### src/rtl/neuron_pkg.sv
// Shared types for the neuron accumulation path: the 1/6/12 float format
// carried from the multiplier and the accumulator controller state encoding.
package neuron_pkg;

  localparam int SIGN_W  = 1;
  localparam int EXP_W   = 6;
  localparam int MANT_W  = 12;
  localparam int FLOAT_W = SIGN_W + EXP_W + MANT_W;

  typedef struct packed {
    logic [SIGN_W-1:0] sign;
    logic [EXP_W-1:0]  exponent;
    logic [MANT_W-1:0] mantissa;
  } float_t;

  typedef enum logic [1:0] {
    IDLE     = 2'd0,
    WAIT_IN  = 2'd1,
    ADD_WAIT = 2'd2,
    DONE     = 2'd3
  } state_t;

endpackage

### src/rtl/neuron_accum_fsm.sv
// Sequencing for the accumulator: term count, adder latency timer and state.
// Emits one-cycle datapath strobes; the datapath registers live in the parent.
module neuron_accum_fsm
  import neuron_pkg::*;
#(
  parameter int ADDER_LAT = 1,
  parameter int CNT_W     = 8
) (
  input  logic             Clock,
  input  logic             Reset,
  input  logic             Start,
  input  logic [CNT_W-1:0] NumTerms,
  input  logic             InValid,
  output logic             InReady,
  output logic             Busy,
  output logic             SumValid,
  output logic             startAcc,
  output logic             clearAcc,
  output logic             loadFirst,
  output logic             issueAdd,
  output logic             capture,
  output logic [1:0]       DbgState
);

  localparam int TMR_W = $clog2(ADDER_LAT + 1);
  localparam logic [TMR_W-1:0] TMR_INIT = TMR_W'(ADDER_LAT);

  state_t           state;
  logic [CNT_W-1:0] numLatched;
  logic [CNT_W-1:0] count;
  logic [CNT_W-1:0] countNext;
  logic [TMR_W-1:0] timer;
  logic             accept;

  // Handshake: a term transfers on a rising edge where InValid and InReady are
  // both high; InReady is a pure decode of WAIT_IN and never depends on InValid.
  assign InReady   = (state == WAIT_IN);
  assign accept    = InValid && InReady;
  assign countNext = count + CNT_W'(1);
  assign startAcc  = (state == IDLE) && Start && (NumTerms != '0);
  assign clearAcc  = (state == IDLE) && Start && (NumTerms == '0);
  assign loadFirst = accept && (count == '0);
  assign issueAdd  = accept && (count != '0);
  assign capture   = (state == ADD_WAIT) && (timer == TMR_W'(1));
  assign DbgState  = state;

  always_ff @(posedge Clock) begin
    if (Reset) begin
      state      <= IDLE;
      numLatched <= '0;
      count      <= '0;
      timer      <= '0;
      Busy       <= 1'b0;
      SumValid   <= 1'b0;
    end else begin
      SumValid <= 1'b0;
      case (state)
        IDLE: begin
          if (startAcc) begin
            numLatched <= NumTerms;
            count      <= '0;
            Busy       <= 1'b1;
            state      <= WAIT_IN;
          end else if (clearAcc) begin
            Busy     <= 1'b1;
            SumValid <= 1'b1;
            state    <= DONE;
          end
        end
        WAIT_IN: begin
          // The first term seeds the accumulator without an adder pass.
          if (loadFirst) begin
            count <= CNT_W'(1);
            if (numLatched == CNT_W'(1)) begin
              SumValid <= 1'b1;
              state    <= DONE;
            end
          end else if (issueAdd) begin
            timer <= TMR_INIT;
            state <= ADD_WAIT;
          end
        end
        ADD_WAIT: begin
          timer <= timer - TMR_W'(1);
          if (capture) begin
            count <= countNext;
            if (countNext == numLatched) begin
              SumValid <= 1'b1;
              state    <= DONE;
            end else begin
              state <= WAIT_IN;
            end
          end
        end
        DONE: begin
          Busy  <= 1'b0;
          state <= IDLE;
        end
        default: state <= IDLE;
      endcase
    end
  end

endmodule

### src/rtl/neuron_accum_ctrl.sv
// Neuron accumulator: feeds product terms through an externally shared adder,
// holding operands stable across the adder latency, and reports the final sum.
module neuron_accum_ctrl
  import neuron_pkg::*;
#(
  parameter int ADDER_LAT = 1,
  parameter int CNT_W     = 8
) (
  input  logic              Clock,
  input  logic              Reset,
  input  logic              Start,
  input  logic [CNT_W-1:0]  NumTerms,
  input  logic              InValid,
  output logic              InReady,
  input  logic              InSign,
  input  logic [EXP_W-1:0]  InExponent,
  input  logic [MANT_W-1:0] InMantissa,
  output logic              AddSignA,
  output logic [EXP_W-1:0]  AddExponentA,
  output logic [MANT_W-1:0] AddMantissaA,
  output logic              AddSignB,
  output logic [EXP_W-1:0]  AddExponentB,
  output logic [MANT_W-1:0] AddMantissaB,
  input  logic              AddSignOut,
  input  logic [EXP_W-1:0]  AddExponentOut,
  input  logic [MANT_W-1:0] AddMantissaOut,
  input  logic              AddCout,
  output logic              Busy,
  output logic              SumValid,
  output logic              SumSign,
  output logic [EXP_W-1:0]  SumExponent,
  output logic [MANT_W-1:0] SumMantissa,
  output logic              Overflow,
  output logic [1:0]        DbgState
);

  float_t acc;
  float_t opA;
  float_t opB;
  float_t term;
  float_t addResult;
  logic   ovf;
  logic   startAcc;
  logic   clearAcc;
  logic   loadFirst;
  logic   issueAdd;
  logic   capture;

  assign term      = {InSign, InExponent, InMantissa};
  assign addResult = {AddSignOut, AddExponentOut, AddMantissaOut};

  neuron_accum_fsm #(
    .ADDER_LAT (ADDER_LAT),
    .CNT_W     (CNT_W)
  ) uFsm (
    .Clock     (Clock),
    .Reset     (Reset),
    .Start     (Start),
    .NumTerms  (NumTerms),
    .InValid   (InValid),
    .InReady   (InReady),
    .Busy      (Busy),
    .SumValid  (SumValid),
    .startAcc  (startAcc),
    .clearAcc  (clearAcc),
    .loadFirst (loadFirst),
    .issueAdd  (issueAdd),
    .capture   (capture),
    .DbgState  (DbgState)
  );

  // Operand registers change only on issue so the adder sees stable inputs.
  always_ff @(posedge Clock) begin
    if (Reset) begin
      acc <= '0;
      opA <= '0;
      opB <= '0;
      ovf <= 1'b0;
    end else begin
      if (clearAcc) acc <= '0;
      if (startAcc) ovf <= 1'b0;
      if (loadFirst) acc <= term;
      if (issueAdd) begin
        opA <= acc;
        opB <= term;
      end
      if (capture) begin
        acc <= addResult;
        ovf <= ovf | AddCout;
      end
    end
  end

  assign AddSignA     = opA.sign;
  assign AddExponentA = opA.exponent;
  assign AddMantissaA = opA.mantissa;
  assign AddSignB     = opB.sign;
  assign AddExponentB = opB.exponent;
  assign AddMantissaB = opB.mantissa;
  assign SumSign      = acc.sign;
  assign SumExponent  = acc.exponent;
  assign SumMantissa  = acc.mantissa;
  assign Overflow     = ovf;

endmodule

### config.mk
export PLATFORM = sky130hd
export DESIGN_NAME = neuron_accum_ctrl
export DESIGN_NICKNAME = d
export VERILOG_FILES = /design/src/rtl/neuron_pkg.sv /design/src/rtl/neuron_accum_fsm.sv /design/src/rtl/neuron_accum_ctrl.sv
export SDC_FILE = /design/constraint.sdc
export NUM_CORES = 1
export LEC_CHECK = 0
export ABC_AREA = 1
export ABC_CLOCK_PERIOD_IN_PS = 4200
export CAP_MARGIN = 20
export CORE_ASPECT_RATIO = 1.25
export CORE_UTILIZATION = 35
export DETAILED_ROUTE_END_ITERATION = 8
export PLACE_DENSITY = 0.74
export SLEW_MARGIN = 20
export SYNTH_ARGS = -nofsm -noshare
export SYNTH_HDL_FRONTEND = slang
export SYNTH_SLANG_ARGS = --single-unit
### constraint.sdc
create_clock -name Clock -period 4.2 [get_ports Clock]
set_input_delay 0.63 -clock Clock [delete_from_list [all_inputs] [get_ports Clock]]
set_output_delay 0.63 -clock Clock [all_outputs]
set_load 0.02 [all_outputs]
# --- Yosys cells after proc, flatten, opt, wreduce, memory -nomap -nowiden ---
# Cells that the tools add are included.
# W data, S select, Z words.
totals:
  reg_bits: 79
  inputBits: 51
  output_inout_bits: 63
  wordCells: 84
classes:
  add_sub_neg: 2
  n_eq_ne: 13
  mux: 30
  bitwise_logic: 1
  reduce_logical: 22
ops:
  columns: ["operator", "n"]
  rows:
  - ["$mux W19", 3]
  - ["$mux W8", 3]
  - ["$pmux W8 S3", 1]
  - ["$logic_not A8 Y1", 2]
  - ["$reduce_bool A8 Y1", 2]
  - ["$mux W2", 7]
  - ["$mux W1", 12]
  - ["$ne A2 B2 Y1 const B", 5]
  - ["$ne A3 B3 Y1 const B", 3]
  - ["$add A8 B1 Y8 const B", 1]
  - ["$eq A8 B1 Y1 const B", 1]
  - ["$eq A8 B8 Y1", 1]
  - ["$pmux W2 S4", 1]
  - ["$reduce_and A4 Y1", 2]
  - ["$logic_and A1 B1 Y1", 7]
  - ["$reduce_bool A2 Y1", 3]
  - ["$reduce_bool A3 Y1", 2]
  - ["$eq A2 B2 Y1 const B", 2]
  - ["$pmux W1 S2", 2]
  - ["$reduce_and A2 Y1", 2]
  - ["$pmux W1 S3", 1]
  - ["$reduce_and A3 Y1", 1]
  - ["$eq A2 B1 Y1 const B", 1]
  - ["$logic_not A2 Y1", 1]
  - ["2 further kinds", 2]

# --- Depth between registers and ports, before layout ---
depth:
  ltp_word: 6
  ltp_mapped: 12
  ltp_nobuf: 12

# --- Modules after synthesis ---
# Synthesis repeated with hierarchy kept, for this count alone.
hier_totals:
  cells_unflattened: 539
  area_unflattened_um2: 3764.9
modules_own_cells:
  columns: ["module", "instances", "cells_each", "area_each_um2", "seq_area_each_um2"]
  rows:
  - ["neuron_accum_ctrl", 1, 334, 2371.0, 1161.1]
  - ["neuron_accum_fsm", 1, 205, 1393.8, 420.4]

# --- Worst setup path before layout ---
# OpenSTA, ideal clock, no wires.
synth_timing:
  kind: "flip-flop to flip-flop"
  start: "register uFsm.state[0], in the netlist uFsm.DbgState[0]"
  end: "register uFsm.count[2]"
  setup_time_ps: 115
  arrival_time_ps: 1937
  slack_ps: 2148
  path_stages_with_launch: 8
  path_cell_list: "dfxtp_1 ha_1 nand2_1 nor3_4 o221ai_4 buf_6 a31oi_1 nor2_1"
synth_between:
  elab_chain_cells: 5
  elab_cells_between_ends: 14
synth_lines:
  columns: ["item", "line", "text"]
  rows:
  - ["start, declared", "neuron_accum_fsm.sv:28", "state_t state;"]
  - ["start signal, assigned", "neuron_accum_fsm.sv:49", "state <= IDLE;"]
  - ["start signal, assigned", "neuron_accum_fsm.sv:63", "state <= WAIT_IN;"]
  - ["start signal, assigned", "neuron_accum_fsm.sv:67", "state <= DONE;"]
  - ["$eq A2 B1 Y1 (*)", "neuron_accum_fsm.sv:37", "assign InReady = (state == WAIT_IN);"]
  - ["via InReady", "neuron_accum_ctrl.sv:14", "output logic InReady,"]
  - ["$logic_and A1 B1 Y1", "neuron_accum_fsm.sv:38", "assign accept = InValid && InReady;"]
  - ["$logic_and A1 B1 Y1", "neuron_accum_fsm.sv:42", "assign loadFirst = accept && (count == '0);"]
  - ["$ne A2 B2 Y1 (no line)", null, null]
  - ["$reduce_and A4 Y1 (no line)", null, null]
  - ["end signal, assigned", "neuron_accum_fsm.sv:86", "count <= countNext;"]
  - ["end, declared", "neuron_accum_fsm.sv:30", "logic [CNT_W-1:0] count;"]
# The timed path passes the listed nets; every way through them passes the cells marked *.
# A chain may end at the register's enable or synchronous reset.

# --- Worst setup path in the final report ---
layout_timing:
  start: "input port InValid"
  end: "register uFsm.count[1]"
layout_between:
  elab_chain_cells: 4
layout_lines:
  columns: ["item", "line", "text"]
  rows:
  - ["start, declared", "neuron_accum_ctrl.sv:13", "input logic InValid,"]
  - ["$logic_and A1 B1 Y1", "neuron_accum_fsm.sv:38", null]
  - ["$logic_and A1 B1 Y1", "neuron_accum_fsm.sv:42", null]
  - ["$ne A2 B2 Y1 (no line)", null, null]
  - ["$reduce_and A4 Y1 (no line)", null, null]
# No other way between the ends.

==> run_results.csv <==
group,metric,value,unit
min_path,hp-start,"uFsm.numLatched[0]",
detailed_routing,wl,10400,um
timing,maxSlewViolCount,0,
min_path,hold_end,"uFsm.numLatched[0]",
clocking,cts.root.buffer_cell,"clkbuf_16",
setup_path,max_stage_delay,760,ps
setup_path,crit-reg2reg-capture,"SumMantissa[6]",
setup_path,crit_arrival,2700,ps
setup_path,critPathBufInv,1,
global_route,antenna_found_initial,0,
power,power_switching,1.24,mW
synth,ys_types,31,
synth,yosysWarnings,0,
floorplanning,die_h,113,um
detailed_routing,drtIter0Drc,118,
detailed_routing,wl_per_cell,14.5,um
timing,hold_viol_final,0,
clocking,cts-buffers-inserted,9,
power,pwr-share-seq,0.341,
power,intPower,1.91,mW
min_path,hold_class,"flip-flop to flip-flop",
clocking,clk_latency,340,ps
synth,syn_area_per_cell,7.23,um^2
clocking,post_cts_buffers,0,
timing,slew_headroom,0.413,
global_route,grt_pass1_wl,16600,um
timing,worst_pin_slew,878,ps
clocking,clk_pin_slew,60,ps
floorplanning,initial_utilization,0.360,
timing,period_needed,2490,ps
setup_path,path_max_fanout,17,
final_layout,n_fill_cell,909,
power,clockPowerShare,0.245,
synth,syn_area,3480,um^2
clocking,h-tree-depth,3,
power,leakage,2.03,nW
setup_path,startpoint_type,"input port",
synth,ys_seq_area_frac,0.455,
final_layout,layout.nets,645,
placed_design,hpwl,7290,um
setup_path,critPathSlowestCell,"nor3_4",
timing,setup_viol,0,
status,status,"finished, final reports clean",
power,netSwitchingFraction,0.394,
detailed_routing,via_per_inst,5.10,
global_route,grt_max_degree,57,
global_route,grt.overflow.total,0,
floorplanning,die-area,10300,um^2
floorplanning,io_pins,114,
synth,syn_inst,481,
setup_path,r2r_cells,7,
clocking,post_cts_resized,0,
min_path,hold_depth,2,
global_route,grt_usage,0.206,
setup_path,crit_path_end_kind,"flip-flop",
timing,rsz0062_at_grt,"false",
clocking,cts_buffer_depth,2,
final_layout,fin_util,0.517,
timing,tns,0,ps
timing,max_freq,402,MHz
floorplanning,die_w,91.2,um
setup_path,crit_required,4410,ps
detailed_routing,vias,3652,
synth,synth_seq_cells,79,
setup_path,path_delay_family,"simple AND/OR/NAND/NOR gates",
placed_design,place.gp.congestion,0.823,
power,combPwrFrac,0.415,
final_layout,multiInputGateArea,1650,um^2
detailed_routing,drt_first_pass_iters,4,
setup_path,crit_chain,"clkdlybuf4s50_1, nand2_1, nor3_4, o221ai_4, o21ai_0, a21oi_1",
power,powerDensity,632,nW/um^2
final_layout,final-seq-area,1580,um^2
detailed_routing,ant_nets,0,
power,ir_worst_vdd,0.354,mV
clocking,cts_tree,"built",
timing,finalCritPeriodShare,0.593,
floorplanning,rows,40,
detailed_routing,drc_errors,0,
final_layout,antenna_cells,0,
setup_path,r2r-start,"uFsm.DbgState[0]",
synth,syn_nets,539,
global_route,grt_pass1_vias,3552,
clocking,clock_sinks,79,
final_layout,drive_above_1_share,0.0475,
floorplanning,core-area,9660,um^2
run,maxCapViolCount,0,
setup_path,rrSetupSlack,1710,ps
timing,fin_skew,5.97,ps
clocking,ctsHoldBuffers,0,
final_layout,area_growth,43.4,%
placed_design,port_buffers,113,
setup_path,criticalPathCategory,"input port to flip-flop",
[synthesized netlist by cell type, drive strengths merged]
library cell / n / area share
a21oi: 44 / 0.063
a22oi: 2 / 0.0043
a31oi: 12 / 0.022
buf: 8 / 0.013
clkbuf: 15 / 0.016
dfxtp: 79 / 0.45
ha: 7 / 0.025
inv: 39 / 0.042
nand2: 71 / 0.077
nand3: 31 / 0.045
nand4: 4 / 0.0090
nor2: 92 / 0.10
nor3: 9 / 0.019
nor4: 1 / 0.0018
o211a: 1 / 0.0029
o21ai: 59 / 0.085
o21bai: 1 / 0.0022
o221ai: 2 / 0.010
o22ai: 1 / 0.0018
or2: 1 / 0.0018
xnor2: 1 / 0.0025
xor2: 1 / 0.0025
[cell usage in the layout, fill, tap and decap left out]
master           netlist  routed
clkinv_2               0       2
o221ai_4               1       1
inv_1                 36      36
bufinv_16              0       1
nand2_1               71      71
a22oi_1                2       2
buf_4                  1       5
or2_2                  1       1
nand3_1               31      31
nor4_1                 1       1
o221ai_1               1       1
o211a_1                1       1
nor2_2                 1       1
clkdlybuf4s50_1        0     113
clkbuf_16              0       9
o21bai_1               1       1
nand4_2                1       1
xor2_1                 1       1
clkbuf_8               0       1
nor3_1                 7       7
nor3_4                 2       2
o21ai_0               56      56
inv_2                  3       3
a21oi_1               44      44
o21ai_1                3       3
o22ai_1                1       1
nand4_1                3       3
a31oi_1               12      12
ha_1                   7       7
dfxtp_1               79      79
clkinvlp_4             0       1
nor2_1                91      91
xnor2_1                1       1
[state kept, by name, summed over array words and instances, names as in the netlist, 2 cells and up]
signal and cells:
AddExponentA 6, AddExponentB 6, AddMantissaA 12, AddMantissaB 12, SumExponent 6, SumMantissa 12
uFsm.DbgState 2, uFsm.count 8, uFsm.numLatched 8
[cells by family (layout without fill, tap and decap cells)]
group	count (synthesis)	in the layout	synth area share
fa+ha+maj	7	7	0.0252
flops	79	79	0.455
buf+inv	62	171	0.0712
xor+xnor	2	2	0.00504
compound gates	122	122	0.191
simple gates	209	209	0.253
[worst reg2reg max path: stages, from the launching register on]
cell and delay [ps]:
dfxtp_1 460, inv_1 100, ha_1 270, nand2_1 440
inv_1 180, nor3_4 650, a22oi_1 140, a21oi_1 180
[worst max-delay path by stage]
stage / from / end / slack, ps / depth (start not counted)
6_report: InValid / uFsm.count[1] / 1710 / 6
5_1_grt: uFsm.DbgState[0] / SumMantissa[6] / 1440 / 7
4_1_cts: uFsm.DbgState[0] / SumMantissa[6] / 1630 / 7
3_5_place_dp: InValid / uFsm.count[1] / 1390 / 6
3_3_place_gp: InValid / uFsm.DbgState[1] / 1450 / 8
2_1_floorplan: uFsm.DbgState[0] / uFsm.count[2] / 2150 / 7
[power by group through the flow]
stage / Combinational (mW) / Clock, mW / Sequential, mW
3_3_place_gp: 1.28 / 0 / 1.08
2_1_floorplan: 0.729 / 0 / 1.19
3_5_place_dp: 1.31 / 0 / 1.09
4_1_cts: 1.31 / 0.782 / 1.07
5_1_grt: 1.45 / 0.815 / 1.10
6_report: 1.31 / 0.772 / 1.07
[stage by stage]
stage	setup slack [ps]	power (mW)	hold WS [ps]	area [um^2]	instances
after global routing	1440	3.37	517	4990	716
after detailed placement	1390	2.39	482	4700	702
after floorplan	2150	1.92	457	3480	481
final	1710	3.16	493	4990	716
after CTS	1630	3.17	491	4990	716
after global placement	1450	2.36	481	4700	702
[final cells by class]
type | instances | share of cell area
clock inverters | 4 | 0.00953
flip-flops and latches | 79 | 0.317
repair buffers | 118 | 0.234
multi-input cells | 340 | 0.331
well taps | 126 | 0.0316
inverters | 39 | 0.0293
clock buffers | 10 | 0.0479
[metal layers]
layer / global-route usage / wire length, um / up-vias
met5: 0 / 0 / -
met4: 0.120 / 253 / 0
met3: 0.0580 / 869 / 17
met2: 0.363 / 5110 / 123
met1: 0.220 / 4170 / 1711
li1: - / - / 1801
Power figures use the tool's default switching activity.
